===== src/rtl/audio_pkg.sv =====
// Shared types and constants for the ADSR envelope / VCA path.
package audio_pkg;

    localparam int ENVBITS = 16;

    typedef enum logic [2:0] {
        ENV_IDLE    = 3'd0,
        ENV_ATTACK  = 3'd1,
        ENV_DECAY   = 3'd2,
        ENV_SUSTAIN = 3'd3,
        ENV_RELEASE = 3'd4
    } env_state_t;

    function automatic int unsigned MIDSCALE(input int unsigned bitdepth);
        return 32'd1 << (bitdepth - 1);
    endfunction

endpackage


===== src/rtl/adsr_vca_if.sv =====
// Control, sample and status signals between the oscillator, the VCA and the dac.
interface adsr_vca_if #(
    parameter int BITDEPTH = 12
);
    logic                sample_clock;
    logic                gate;
    logic [7:0]          attack_rate;
    logic [7:0]          decay_rate;
    logic [7:0]          sustain_level;
    logic [7:0]          release_rate;
    logic [BITDEPTH-1:0] pcm_in;
    logic [BITDEPTH-1:0] pcm_out;
    logic                out_valid;
    logic [7:0]          env_level;
    logic                active;

    modport master (
        output sample_clock, gate, attack_rate, decay_rate,
        output sustain_level, release_rate, pcm_in,
        input  pcm_out, out_valid, env_level, active
    );

    modport slave (
        input  sample_clock, gate, attack_rate, decay_rate,
        input  sustain_level, release_rate, pcm_in,
        output pcm_out, out_valid, env_level, active
    );
endinterface


===== src/rtl/envelope_fsm.sv =====
// Sample-tick detector, ADSR state machine and envelope accumulator.
module envelope_fsm
    import audio_pkg::*;
#(
    parameter int ENVBITS = audio_pkg::ENVBITS
) (
    input  logic               clk,
    input  logic               rst_n,
    input  logic               sample_clock,
    input  logic               gate,
    input  logic [7:0]         attack_rate,
    input  logic [7:0]         decay_rate,
    input  logic [7:0]         sustain_level,
    input  logic [7:0]         release_rate,
    output logic [ENVBITS-1:0] env,
    output logic               tick,
    output env_state_t         state
);

    localparam logic [ENVBITS-1:0] ENV_MAX = '1;

    logic                      sc_d;
    env_state_t                state_q;
    env_state_t                state_d;
    logic [ENVBITS-1:0]        env_q;
    logic [ENVBITS-1:0]        env_d;
    logic [ENVBITS-1:0]        target;
    logic [ENVBITS:0]          sum;
    logic signed [ENVBITS:0]   dec;

    assign tick   = sample_clock & ~sc_d;
    assign target = {sustain_level, {(ENVBITS-8){1'b0}}};
    assign sum    = {1'b0, env_q} + {{(ENVBITS-7){1'b0}}, attack_rate};
    assign dec    = $signed({1'b0, env_q})
                  - $signed({{(ENVBITS-7){1'b0}}, decay_rate});

    assign env   = env_q;
    assign state = state_q;

    always_ff @(posedge clk or negedge rst_n) begin
        if (!rst_n) begin
            sc_d    <= 1'b0;
            state_q <= ENV_IDLE;
            env_q   <= '0;
        end else begin
            sc_d    <= sample_clock;
            state_q <= state_d;
            env_q   <= env_d;
        end
    end

    // Gate release wins over every in-note transition on the same tick.
    always_comb begin
        state_d = state_q;
        env_d   = env_q;
        if (tick) begin
            unique case (state_q)
                ENV_IDLE: begin
                    if (gate) state_d = ENV_ATTACK;
                end
                ENV_ATTACK: begin
                    if (!gate) begin
                        state_d = ENV_RELEASE;
                    end else if (attack_rate == 8'd0 || sum >= {1'b0, ENV_MAX}) begin
                        env_d   = ENV_MAX;
                        state_d = ENV_DECAY;
                    end else begin
                        env_d = sum[ENVBITS-1:0];
                    end
                end
                ENV_DECAY: begin
                    if (!gate) begin
                        state_d = ENV_RELEASE;
                    end else if (decay_rate == 8'd0 || dec <= $signed({1'b0, target})) begin
                        env_d   = target;
                        state_d = ENV_SUSTAIN;
                    end else begin
                        env_d = dec[ENVBITS-1:0];
                    end
                end
                ENV_SUSTAIN: begin
                    if (!gate) state_d = ENV_RELEASE;
                    else       env_d   = target;
                end
                ENV_RELEASE: begin
                    if (gate) begin
                        state_d = ENV_ATTACK;
                    end else if (release_rate == 8'd0
                                 || env_q <= {{(ENVBITS-8){1'b0}}, release_rate}) begin
                        env_d   = '0;
                        state_d = ENV_IDLE;
                    end else begin
                        env_d = env_q - {{(ENVBITS-8){1'b0}}, release_rate};
                    end
                end
                default: begin
                    env_d   = '0;
                    state_d = ENV_IDLE;
                end
            endcase
        end
    end

endmodule


===== src/rtl/adsr_vca.sv =====
// ADSR-controlled amplifier: scales offset-binary PCM around midscale
// by the envelope gain through a two-stage pipeline.
module adsr_vca
    import audio_pkg::*;
#(
    parameter int BITDEPTH = 12,
    parameter int ENVBITS  = audio_pkg::ENVBITS
) (
    input  logic       clk,
    input  logic       rst_n,
    adsr_vca_if.slave  bus
);

    localparam int PW = BITDEPTH + 10;
    localparam logic [BITDEPTH-1:0] MID = BITDEPTH'(MIDSCALE(BITDEPTH));

    logic [ENVBITS-1:0]     env;
    logic                   tick;
    env_state_t             state;
    logic [7:0]             gain;

    logic [BITDEPTH-1:0]    s_reg;
    logic signed [PW-1:0]   p_reg;
    logic [BITDEPTH-1:0]    pcm_q;
    logic                   valid_q;
    logic                   v1;
    logic                   v2;

    logic signed [BITDEPTH:0] c;
    logic signed [PW-1:0]     cw;
    logic signed [PW-1:0]     gw;
    logic signed [PW-1:0]     prod;
    logic                     unused_bits;

    envelope_fsm #(
        .ENVBITS(ENVBITS)
    ) u_env (
        .clk          (clk),
        .rst_n        (rst_n),
        .sample_clock (bus.sample_clock),
        .gate         (bus.gate),
        .attack_rate  (bus.attack_rate),
        .decay_rate   (bus.decay_rate),
        .sustain_level(bus.sustain_level),
        .release_rate (bus.release_rate),
        .env          (env),
        .tick         (tick),
        .state        (state)
    );

    assign gain = env[ENVBITS-1 -: 8];

    // Gain is at most 255/256, so the product never needs the top two bits.
    assign c    = $signed({1'b0, s_reg}) - $signed({1'b0, MID});
    assign cw   = {{9{c[BITDEPTH]}}, c};
    assign gw   = {{(BITDEPTH+2){1'b0}}, gain};
    assign prod = cw * gw;

    assign unused_bits = ^{env[ENVBITS-9:0], p_reg[PW-1:PW-2], p_reg[7:0]};

    always_ff @(posedge clk or negedge rst_n) begin
        if (!rst_n) begin
            s_reg   <= MID;
            p_reg   <= '0;
            pcm_q   <= MID;
            valid_q <= 1'b0;
            v1      <= 1'b0;
            v2      <= 1'b0;
        end else begin
            v1      <= tick;
            v2      <= v1;
            valid_q <= v2;
            if (tick) s_reg <= bus.pcm_in;
            if (v1)   p_reg <= prod;
            if (v2)   pcm_q <= p_reg[BITDEPTH+7:8] + MID;
        end
    end

    assign bus.pcm_out   = pcm_q;
    assign bus.out_valid = valid_q;
    assign bus.env_level = gain;
    assign bus.active    = (state != ENV_IDLE);

endmodule


===== src/flat_wrapper.sv =====
// flat-port wrapper written by rule: the top's interface ports become plain ports
module adsr_vca_flat import audio_pkg::*;
#(
    parameter int BITDEPTH = 12,
    parameter int ENVBITS  = audio_pkg::ENVBITS
)
  (clk, rst_n, bus_sample_clock, bus_gate, bus_attack_rate, bus_decay_rate, bus_sustain_level, bus_release_rate, bus_pcm_in, bus_pcm_out, bus_out_valid, bus_env_level, bus_active);
  adsr_vca_if #(.BITDEPTH(BITDEPTH)) bus_i ();
  input  logic clk;
  input  logic rst_n;
  input wire logic [$bits(bus_i.sample_clock)-1:0] bus_sample_clock;
  input wire logic [$bits(bus_i.gate)-1:0] bus_gate;
  input wire logic [$bits(bus_i.attack_rate)-1:0] bus_attack_rate;
  input wire logic [$bits(bus_i.decay_rate)-1:0] bus_decay_rate;
  input wire logic [$bits(bus_i.sustain_level)-1:0] bus_sustain_level;
  input wire logic [$bits(bus_i.release_rate)-1:0] bus_release_rate;
  input wire logic [$bits(bus_i.pcm_in)-1:0] bus_pcm_in;
  output wire logic [$bits(bus_i.pcm_out)-1:0] bus_pcm_out;
  output wire logic [$bits(bus_i.out_valid)-1:0] bus_out_valid;
  output wire logic [$bits(bus_i.env_level)-1:0] bus_env_level;
  output wire logic [$bits(bus_i.active)-1:0] bus_active;
  assign bus_i.sample_clock = bus_sample_clock;
  assign bus_i.gate = bus_gate;
  assign bus_i.attack_rate = bus_attack_rate;
  assign bus_i.decay_rate = bus_decay_rate;
  assign bus_i.sustain_level = bus_sustain_level;
  assign bus_i.release_rate = bus_release_rate;
  assign bus_i.pcm_in = bus_pcm_in;
  assign bus_pcm_out = bus_i.pcm_out;
  assign bus_out_valid = bus_i.out_valid;
  assign bus_env_level = bus_i.env_level;
  assign bus_active = bus_i.active;
  adsr_vca #(.BITDEPTH(BITDEPTH), .ENVBITS(ENVBITS)) u_core (.clk(clk), .rst_n(rst_n), .bus(bus_i));
endmodule

===== config.mk =====
export PLATFORM = sky130hd
export DESIGN_NAME = adsr_vca_flat
export DESIGN_NICKNAME = d
export VERILOG_FILES = /design/src/rtl/audio_pkg.sv /design/src/rtl/adsr_vca_if.sv /design/src/rtl/envelope_fsm.sv /design/src/rtl/adsr_vca.sv /design/src/flat_wrapper.sv
export SDC_FILE = /design/constraint.sdc
export NUM_CORES = 1
export LEC_CHECK = 0
export BUFFER_PORTS_ARGS = -buffer_cell sky130_fd_sc_hd__buf_2
export CORE_AREA = 2 2 121 123
export DETAILED_ROUTE_END_ITERATION = 16
export DIE_AREA = 0 0 123 125
export PLACE_DENSITY = 0.78
export RECOVER_POWER = 50
export SYNTH_ARGS = -nofsm -noshare
export SYNTH_HDL_FRONTEND = slang
export SYNTH_HIERARCHICAL = 1
export SYNTH_SLANG_ARGS = --single-unit

===== constraint.sdc =====
create_clock -name clk -period 7 [get_ports clk]
set_input_delay 0.7 -clock clk [delete_from_list [all_inputs] [get_ports clk]]
set_output_delay 0.7 -clock clk [all_outputs]
set_load 0.01 [all_outputs]

Yosys cells after proc, flatten, opt, wreduce, memory -nomap -nowiden
Index checks and enable logic that the tools add are counted.
{ "op_classes": {"n_addsub": 5, "eq_ne": 13, "mul": 1, "order_cmp": 3, "reduce_logical": 10, "muxes": 17, "bitwise_logic": 3} }
{ "ops": {"columns": ["operator", "n"], "rows": [
  ["$mux 16", 7],
  ["$pmux 16 s5", 1],
  ["$logic_not 8->1", 3],
  ["$mux 3", 8],
  ["$mul 13x9->20", 1],
  ["$add 16x8->17", 1],
  ["$ge 17x16->1 const B", 1],
  ["$le 17x17->1", 1],
  ["$sub 16x8->17", 1],
  ["$le 16x8->1", 1],
  ["$sub 16x8->16", 1],
  ["$pmux 3 s5", 1],
  ["$sub 12x12->13 const B", 1],
  ["$add 12x12->12 const B", 1],
  ["$ne 2x2->1 const B", 6],
  ["$reduce_and 6->1", 2],
  ["$ne 3x3->1 const B", 3],
  ["$eq 3x2->1 const B", 2],
  ["$eq 3x1->1 const B", 1],
  ["$eq 3x3->1 const B", 1],
  ["$logic_not 3->1", 1],
  ["$logic_or 1x1->1", 3],
  ["$reduce_bool 3->1", 1],
  ["$not 1->1", 2],
  ["$and 1x1->1", 1]
]} }
{ "word_totals": {"output_inout_bits": 22, "reg_bits": 67} }

Depth between registers and ports, before layout
Gate-level depths: netlist of run 1.
{ "logic_depth": {"word_depth": 6, "ltp_mapped": 20, "depth_no_buf": 19} }

Modules after synthesis
The synthesis of run 1 kept the hierarchy.
{ "by_module_without_submodules": {"columns": ["module", "n_inst", "cells_per_inst", "area_each_um2"], "rows": [
  ["adsr_vca", 1, 491, 4892.2],
  ["envelope_fsm", 1, 442, 3334.4]
]} }

Worst setup path before layout of run 1
Ideal clock, no wire load.
{ "synth_timing": {"kind": "flip-flop to flip-flop", "from": "reg u_core.u_env.env_q[9] (netlist: u_core/u_env/env[9])", "to": "reg u_core.p_reg[15]", "t_arrival_ps": 4622, "path_slack_ps": 2286, "period_less_slack_ps": 4714, "stages_incl_launch_ff": 16, "setup_time_ps": 92, "path_cell_list": "dfrtp_1 clkbuf_1 nand2_1 fa_1 inv_1 fa_1 fa_1 inv_1 fa_1 inv_1 ha_1 a2111oi_4 o21ai_2 a2111o_1 and3_4 o31ai_2"} }
{ "synth_between": {"elab_chain_cells": 1} }
{ "synth_rtl": {"columns": ["item", "line_no", "source"], "rows": [
  ["start, declared", "envelope_fsm.sv:25", "logic [ENVBITS-1:0] env_q;"],
  ["start signal, assigned", "envelope_fsm.sv:48", "env_q <= env_d;"],
  ["$mul 13x9->20", "adsr_vca.sv:57", "assign prod = cw * gw;"],
  ["end signal, assigned", "adsr_vca.sv:74", "if (v1) p_reg <= prod;"],
  ["end, declared", "adsr_vca.sv:23", "logic signed [PW-1:0] p_reg;"]
]} }
No other way between the ends.
A chain may end at the register's enable or synchronous reset.

Worst setup path in the final report of run 1
{ "layout_timing": {"from": "reg u_core.u_env.env_q[12] (netlist: u_core/u_env/env[12])", "to": "reg u_core.p_reg[19]"} }
The elaborated chain is that of the path after synthesis.

==> flow_summary.toml, run 1 <==
[outcome]
status = "finished, violations left"
violations = "max-capacitance violations, max-slew violations"

[drt]
first_pass_iters = 5
drc = 0
wire_per_inst_um = 18.15
wl_met2_mm = 9.406
met1_length_mm = 9.232
drt_iter0_drc = 792
routed_via_density = 6.170
top_layer_used = "met4"
ant_nets = 0
vias = 7207
drt_wl_total_mm = 21.20
wl_met3_mm = 1.833

[floorplan]
placementRows = 44
core_um2 = 14200
dieArea_um2 = 15380
ios = 70
start_util = 0.5792
die_height_um = 125
die_w_um = 123

[power_and_ir_drop]
sw_frac_of_total = 0.4646
pwr-share-clk = 0.178
leakagePower_nw = 4.476
seq_power_share = 0.252
switchingPower_mw = 1.062
combPwrFrac = 0.570
power_density_nw_per_um2 = 255.7
intPower_mw = 1.223
ir_drop_mv = 0.1628

[place]
io_buffers = 69
hpwl_mm = 16.34
dp_cells = 1152
gp_congestion = 0.9846

[clocking]
cts.sinks = 59
cts_tree = "done"
h-tree-depth = 3
cts_resized = 0
clk_pin_slew_worst_paths_ns = 0.06
cts_inserted_buffers = 9
clockBufferDepth = 2
clockRootBuffer = "clkbuf_16"
postCtsSetupBuffers = 0
postCtsHoldBufs = 0
clk_latency_ns = 0.34

[yosys]
syn_area_um2 = 8227
synthAdderAreaFrac = 0.2917
synth_nets = 1126
synth.distinct_cells = 85
synthFlopType = "dfrtp_1"
ys_async_sr_fraction = 1.000
ys_seq_area_frac = 0.1798
synth-compound-area-share = 0.1752
netlist_instances = 933
yosys_warnings = 6
synthSimpleGateAreaFrac = 0.1852
synth_edf_count = 0
ys_ff_latch = 59
syn_avg_cell_area_um2 = 8.817
synth_xor_area_frac = 0.04380
synth_top_family_by_area = "adder cells"
synthMuxAreaShare = 0.04198

[sta]
slew_viol_final = 60
skew_ns = 0.009815
period_needed_ns = 5.288
fin_crit_sh = 0.7554
hold_violations = 0
max_freq_ghz = 0.1891
whs_ns = 0.4394
rsz0062_at_grt = "false"
fin_setup_tns_ns = 0
worstMarginPinSlew_ns = 3.411
setup_viol = 0
maxSlewHeadroom = -1.274

[cells_and_area]
antenna_cells = 0
layout.nets = 1172
post-route-util = 0.6291
syn_to_final_growth_pct = 8.624
drive_gt1_frac = 0.1372
fin_cells = 1168
largest_reg_flops = 16
fill_cells = 1191

[grt]
grt_util_all_layers = 0.2961
grt_overflow_total = 0
grt_pass1_wl_mm = 35.58
antenna_found_initial = 0
grt_max_degree = 60
grt_pass1_vias = 7250

[hold_path]
worstHoldStart = "u_core/p_reg[19]$_DFFE_PN0P_"
worst_hold_path.num_cells = 1
hold_class = "flop to flop"
min_to = "u_core/bus.pcm_out[11]$_DFFE_PN1P_"

[setup_path]
r2r-start = "u_core/u_env/env[12]$_DFFE_PN0P_"
start_kind = "flop"
r2r-end = "u_core/p_reg[19]$_DFFE_PN0P_"
arrival_ns = 5.55
setup.worst_path.end_class = "flop"
crit_type = "flop to flop"
cp.required_ns = 7.26
reg2reg_slack_ns = 1.71
r2r_cells = 14
path_max_fanout = 24

[job]
drv_cap = 1
==> worst max-delay path: stages (launching register included) <==
cell and delay (ns):
dfrtp_1 0.97, nand2_1 0.20, fa_1 0.53, fa_1 0.49, inv_1 0.05, fa_1 0.52
inv_1 0.06, fa_1 0.53, inv_1 0.04, ha_1 0.38, a2111oi_4 0.38, o21ai_2 0.14
a2111oi_2 0.59, o2111ai_1 0.18, o211ai_1 0.13
==> synthesized netlist by cell type, types with 7 or more instances <==
cell type	count	area share
nor4_1	15	0.011
nor3_1	23	0.014
nand4_1	14	0.011
or3_1	9	0.0068
a21oi_1	53	0.032
clkbuf_1	31	0.014
nor2_1	42	0.019
a22oi_1	7	0.0064
xor2_1	17	0.018
a21o_1	8	0.0073
dfrtp_1	57	0.17
nor2b_1	12	0.0091
nand2b_1	12	0.0091
nand2_1	73	0.033
and2_1	46	0.035
o211ai_1	13	0.012
nand3_1	10	0.0061
mux2_2	28	0.038
fa_1	78	0.19
xnor2_1	19	0.020
inv_1	137	0.063
o21a_1	10	0.0091
ha_1	67	0.10
o21ai_0	31	0.019
a31oi_1	7	0.0053
==> worst max-delay path by stage <==
stage,endpoint,startpoint,cells after the start
final,u_core/p_reg[19]$_DFFE_PN0P_,u_core/u_env/env[12]$_DFFE_PN0P_,14
after global routing,u_core/p_reg[16]$_DFFE_PN0P_,u_core/u_env/env[12]$_DFFE_PN0P_,14
after CTS,u_core/p_reg[18]$_DFFE_PN0P_,u_core/u_env/env[9]$_DFFE_PN0P_,12
after detailed placement,u_core/u_env/env[12]$_DFFE_PN0P_,bus_decay_rate[0],18
after global placement,u_core/u_env/env[12]$_DFFE_PN0P_,bus_decay_rate[0],18
after floorplan,u_core/p_reg[15]$_DFFE_PN0P_,u_core/u_env/env[9]$_DFFE_PN0P_,15
==> logic make-up after synthesis <==
family	count (synthesis)
buffers and inverters	176
DFF	59
and+or+nand+nor	284
muxes	31
AOI/OAI and AO/OA	200
xor gates and xnor gates	38
adders and majority gates	145
==> metal layers <==
layer | up-vias | track usage
met5 | - | 0
met2 | 306 | 0.4371
met4 | 0 | 0.1123
met3 | 59 | 0.08257
li1 | 3344 | -
met1 | 3498 | 0.4147
==> power by group through the flow <==
stage	clock, mW	combinational [mW]	sequential [mW]
after global routing	0.430	1.45	0.592
after detailed placement	0	1.27	0.576
after floorplan	0	0.981	0.527
final	0.407	1.30	0.576
after CTS	0.414	1.28	0.572
after global placement	0	1.25	0.573
==> area by class of cell <==
| type | count | area, um2 | share of cell area |
|---|---|---|---|
| clock buffers | 11 | 232.7 | 0.02604 |
| clock inverters | 5 | 31.28 | 0.003500 |
| inverters | 137 | 514.2 | 0.05755 |
| multi-input cells | 698 | 6071 | 0.6794 |
| flip-flops and latches | 59 | 1479 | 0.1655 |
| well taps | 184 | 230.2 | 0.02576 |
| repair buffers | 74 | 377.9 | 0.04229 |
==> through the flow <==
stage	total power, mW	instance area [um2]	setup slack [ns]
detailed placement	1.850	8677	1.765
floorplan	1.508	8227	2.286
finish	2.285	8936	1.712
global route	2.476	8936	1.421
global placement	1.828	8677	1.851
CTS	2.269	8941	1.774
==> cell usage in the layout (no fill, tap or decap), types with 15 or more instances in the layout <==
cell type    n
nor4_1      15
and2_1      46
xnor2_1     19
nand2_1     73
a21oi_1     53
nor3_1      23
ha_1        67
dfrtp_1     57
nor2_1      42
buf_2       68
inv_1      137
o21ai_0     31
xor2_1      17
mux2_2      28
fa_1        78
Power figures use the tool's default switching activity.
==> run 2: changes to the inputs <==
--- a/config.mk
+++ b/config.mk
@@ -5,10 +5,11 @@
 export SDC_FILE = /design/constraint.sdc
 export NUM_CORES = 1
 export LEC_CHECK = 0
+export ABC_AREA = 1
 export BUFFER_PORTS_ARGS = -buffer_cell sky130_fd_sc_hd__buf_2
-export CORE_AREA = 2 2 121 123
+export CORE_AREA = 2 2 128 130
 export DETAILED_ROUTE_END_ITERATION = 16
-export DIE_AREA = 0 0 123 125
+export DIE_AREA = 0 0 130 132
 export PLACE_DENSITY = 0.78
 export RECOVER_POWER = 50
 export SYNTH_ARGS = -nofsm -noshare
==> constraint.sdc (replaced) <==
create_clock -name clk -period 4.3 [get_ports clk]
set_input_delay 0.43 -clock clk [delete_from_list [all_inputs] [get_ports clk]]
set_output_delay 0.43 -clock clk [all_outputs]
set_load 0.01 [all_outputs]
==> run 2 against run 1 <==
The run still ends with max-capacitance violations, max-slew violations left. Clock-buffer cell count unchanged. Worst hold slack worse by 0.22 ns. Setup slack worse by 1.7 ns. Clock power up 77%. First-iteration DRC count down 24%. Sequential power up 67%. Synthesized cell count up 39%. Final cell count up 40%. Critical path depth up 6. Utilization up 3.0 points. Non-clock buffer count up 61. Critical endpoint is now u_core/p_reg[16]$_DFFE_PN0P_.
==> flow_summary.toml, run 2 <==
[place]
io_buffers = 69
hpwl_mm = 17.96
dp_slack_ns = -0.1032
gp_congestion = 0.9455

[yosys]
syn_area_um2 = 8845
synth-compound-area-share = 0.05786
yosys.area.top_type_share = 0.1846
yosys_warnings = 6
synth_xor_area_frac = 0.02971
ys_seq_area_frac = 0.1672
yosys.cell_count.top_type = "nand2_1"
netlist_instances = 1301
synth_edf_count = 0
synthTopCellsByArea = "nand2_1 18%, fa_1 18%, dfrtp_1 16%"
synthMuxAreaShare = 0.01400
synthAdderAreaFrac = 0.2713
synth_top_family_by_area = "simple AND/OR/NAND/NOR gates"
synthFlopType = "dfrtp_1"
synth_nets = 1494
ys_ff_latch = 59
yosysTopAreaCell = "nand2_1"
synth.distinct_cells = 47
synth_common_cells = "435 x nand2_1, 274 x inv_1, 78 x fa_1, 75 x nor2_1, 67 x ha_1"
syn_avg_cell_area_um2 = 6.798
ys_async_sr_fraction = 1.000
synthSimpleGateAreaFrac = 0.3170

[floorplan]
dieArea_um2 = 17160
die_height_um = 132
die_w_um = 130
core_um2 = 15710
placementRows = 46
start_util = 0.5629
ios = 70

[grt]
grt_overflow_total = 0
grt_pass1_wl_mm = 37.28
antenna_found_initial = 0
grt_pass1_vias = 8207
grt_max_degree = 60
grt_util_all_layers = 0.2732

[cells_and_area]
antenna_cells = 0
fill_cells = 1357
drive_gt1_frac = 0.2057
largest_reg_flops = 16
syn_to_final_growth_pct = 17.13
layout.nets = 1603
post-route-util = 0.6593
mostFrequentLayoutCells = "426 x nand2_1, 253 x inv_1, 75 x fa_1"
layout_commonest_cell = "nand2_1"

[power_and_ir_drop]
power_density_nw_per_um2 = 863.1
ir_drop_mv = 0.4514
intPower_mw = 4.131
combPwrFrac = 0.812
seq_power_share = 0.107
switchingPower_mw = 4.810
sw_frac_of_total = 0.5380
pwr-share-clk = 0.081
p_total_mw = 8.941
leakagePower_nw = 6.151

[clocking]
clk_pin_slew_worst_paths_ns = 0.05
cts.sinks = 59
cts_tree = "done"
clockBufferDepth = 2
cts_inserted_buffers = 9
clk_latency_ns = 0.34
h-tree-depth = 3
clockRootBuffer = "clkbuf_16"
postCtsHoldBufs = 0

[drt]
drt_iter0_drc = 604
vias = 8418
drc = 0
ant_nets = 0
first_pass_iters = 5
wire_per_inst_um = 14.30
drt_wl_total_mm = 23.33
routed_via_density = 5.161

[hold_path]
hold_class = "input pin to flop"

[outcome]
violations = "max-capacitance violations, max-slew violations"
status = "finished, violations left"

[sta]
worstMarginPinSlew_ns = 3.222
setup_viol = 0
max_freq_ghz = 0.2336
hold_violations = 0
rsz0062_at_grt = "true"
whs_ns = 0.2215
fin_setup_tns_ns = 0
fin_crit_sh = 0.9957
skew_ns = 0.008388
slew_viol_final = 60
setup_slack_ns = 0.01841
maxSlewHeadroom = -1.148
period_needed_ns = 4.282

[setup_path]
cp.required_ns = 4.53
crit_slowest_cell = "fa_1"
cp_common_cell = "fa_1"
crit_type = "flop to flop"
crit_chain = "inv_2, nand2_2, inv_2, fa_1, inv_4, buf_4, fa_1, inv_1, fa_1, fa_1, ha_4, nand2_2, nor2_2, inv_1, nor2_1, nor2_1, nand2_1, nand2_1, nand3_1, nand2_1"
arrival_ns = 4.51
start_kind = "flop"
path_max_fanout = 5
setup.worst_path.end_class = "flop"
crit_path_max_incr_delay_ns = 0.59

[job]
drv_cap = 1
run 2: cell count changes after synthesis, sizes merged, moves of 12 or more:
| cell | previous run | this run |
|---|---|---|
| nand2 | 75 | 450 |
| inv | 137 | 282 |
| nand3 | 10 | 73 |
| and2 | 46 | 3 |
| nor2 | 42 | 85 |
| mux2 | 28 | 11 |
| a21oi | 53 | 39 |
| clkbuf | 31 | 17 |
| xnor2 | 19 | 6 |
| buf | 8 | 20 |
| nand2b | 12 | 0 |
| nor2b | 12 | 0 |
| nor4 | 15 | 3 |
run 2: worst max-delay path, delay by kind of cell (launching register included):
| kind | cells | cell delay [ns] |
|---|---|---|
| buffers and inverters | 6 | 0.42 |
| flip-flops | 1 | 0.56 |
| adder cells (fa/ha/maj) | 5 | 2.41 |
| AND/OR/NAND/NOR | 9 | 0.78 |
run 2: power groups by stage:
| stage | clock [mW] | combinational (mW) | sequential, mW |
|---|---|---|---|
| 2_1_floorplan | 0 | 4.50 | 0.910 |
| 3_3_place_gp | 0 | 5.92 | 0.980 |
| 3_5_place_dp | 0 | 6.05 | 0.983 |
| 4_1_cts | 0.735 | 6.27 | 0.970 |
| 5_1_grt | 0.761 | 8.13 | 0.987 |
| 6_report | 0.721 | 7.26 | 0.960 |
run 2: logic make-up after synthesis:
family	after synthesis
adder cells (fa/ha/maj)	145
buffers and inverters	320
XOR/XNOR	30
AO/OA/AOI/OAI	86
multiplexers	11
AND/OR/NAND/NOR	650
flip-flops	59
run 2: final timing paths:
| path | start | endpoint | slack [ns] | cells past startpoint |
|---|---|---|---|---|
| worst max register to register | u_core/s_reg[11]$_DFFE_PN1P_ | u_core/p_reg[16]$_DFFE_PN0P_ | 0.02 | 20 |
| worst min-delay path | bus_sample_clock | u_core/u_env/sc_d$_DFF_PN0_ | 0.22 | 1 |
| min in group asynchronous | rst_n | u_core/s_reg[0]$_DFFE_PN0P_ | 1.26 | 2 |
| worst min register to register | u_core/bus.pcm_out[2]$_DFFE_PN0P_ | u_core/bus.pcm_out[2]$_DFFE_PN0P_ | 0.47 | 2 |
| worst max-delay path | u_core/s_reg[11]$_DFFE_PN1P_ | u_core/p_reg[16]$_DFFE_PN0P_ | 0.02 | 20 |
| max in group asynchronous | rst_n | u_core/u_env/env[12]$_DFFE_PN0P_ | 0.98 | 2 |
run 2: area by class of cell:
class                      count  area, um2  area share
tap                          216      270.3     0.02609
clock buffer                  11      242.7     0.02343
timing repair buffer         135      842.1     0.08128
clock inverter                 5      52.55    0.005072
inverter                     283       1067      0.1030
sequential                    59       1494      0.1442
multi-input combinational    922       6391      0.6169
run 2: repair_timing:
item / CTS / global route
endpoints found under the setup margin: 6 / 11
setup buffers: 5 / 18
gates cloned: 0 / 0
endpoints found under the hold margin: 0 / 0
pin swaps: 1 / 54
gates resized for setup: 14 / 75
run 2: through the flow:
| stage | std cells | area [um2] |
|---|---|---|
| 6_report | 1631 | 10360 |
| 5_1_grt | 1631 | 10360 |
| 4_1_cts | 1613 | 9986 |
| 3_5_place_dp | 1592 | 9584 |
| 3_3_place_gp | 1592 | 9584 |
| 2_1_floorplan | 1301 | 8851 |
run 2: metal layers:
| metal | share of wire | routed length [um] | GRT usage | vias to the layer above |
|---|---|---|---|---|
| met1 | 0.39 | 9044 | 0.3042 | 3915 |
| met5 | 0 | 0 | 0 | - |
| met3 | 0.039 | 911 | 0.04140 | 97 |
| met4 | 0.044 | 1027 | 0.1308 | 0 |
| met2 | 0.53 | 12350 | 0.5009 | 270 |
| li1 | - | - | - | 4136 |
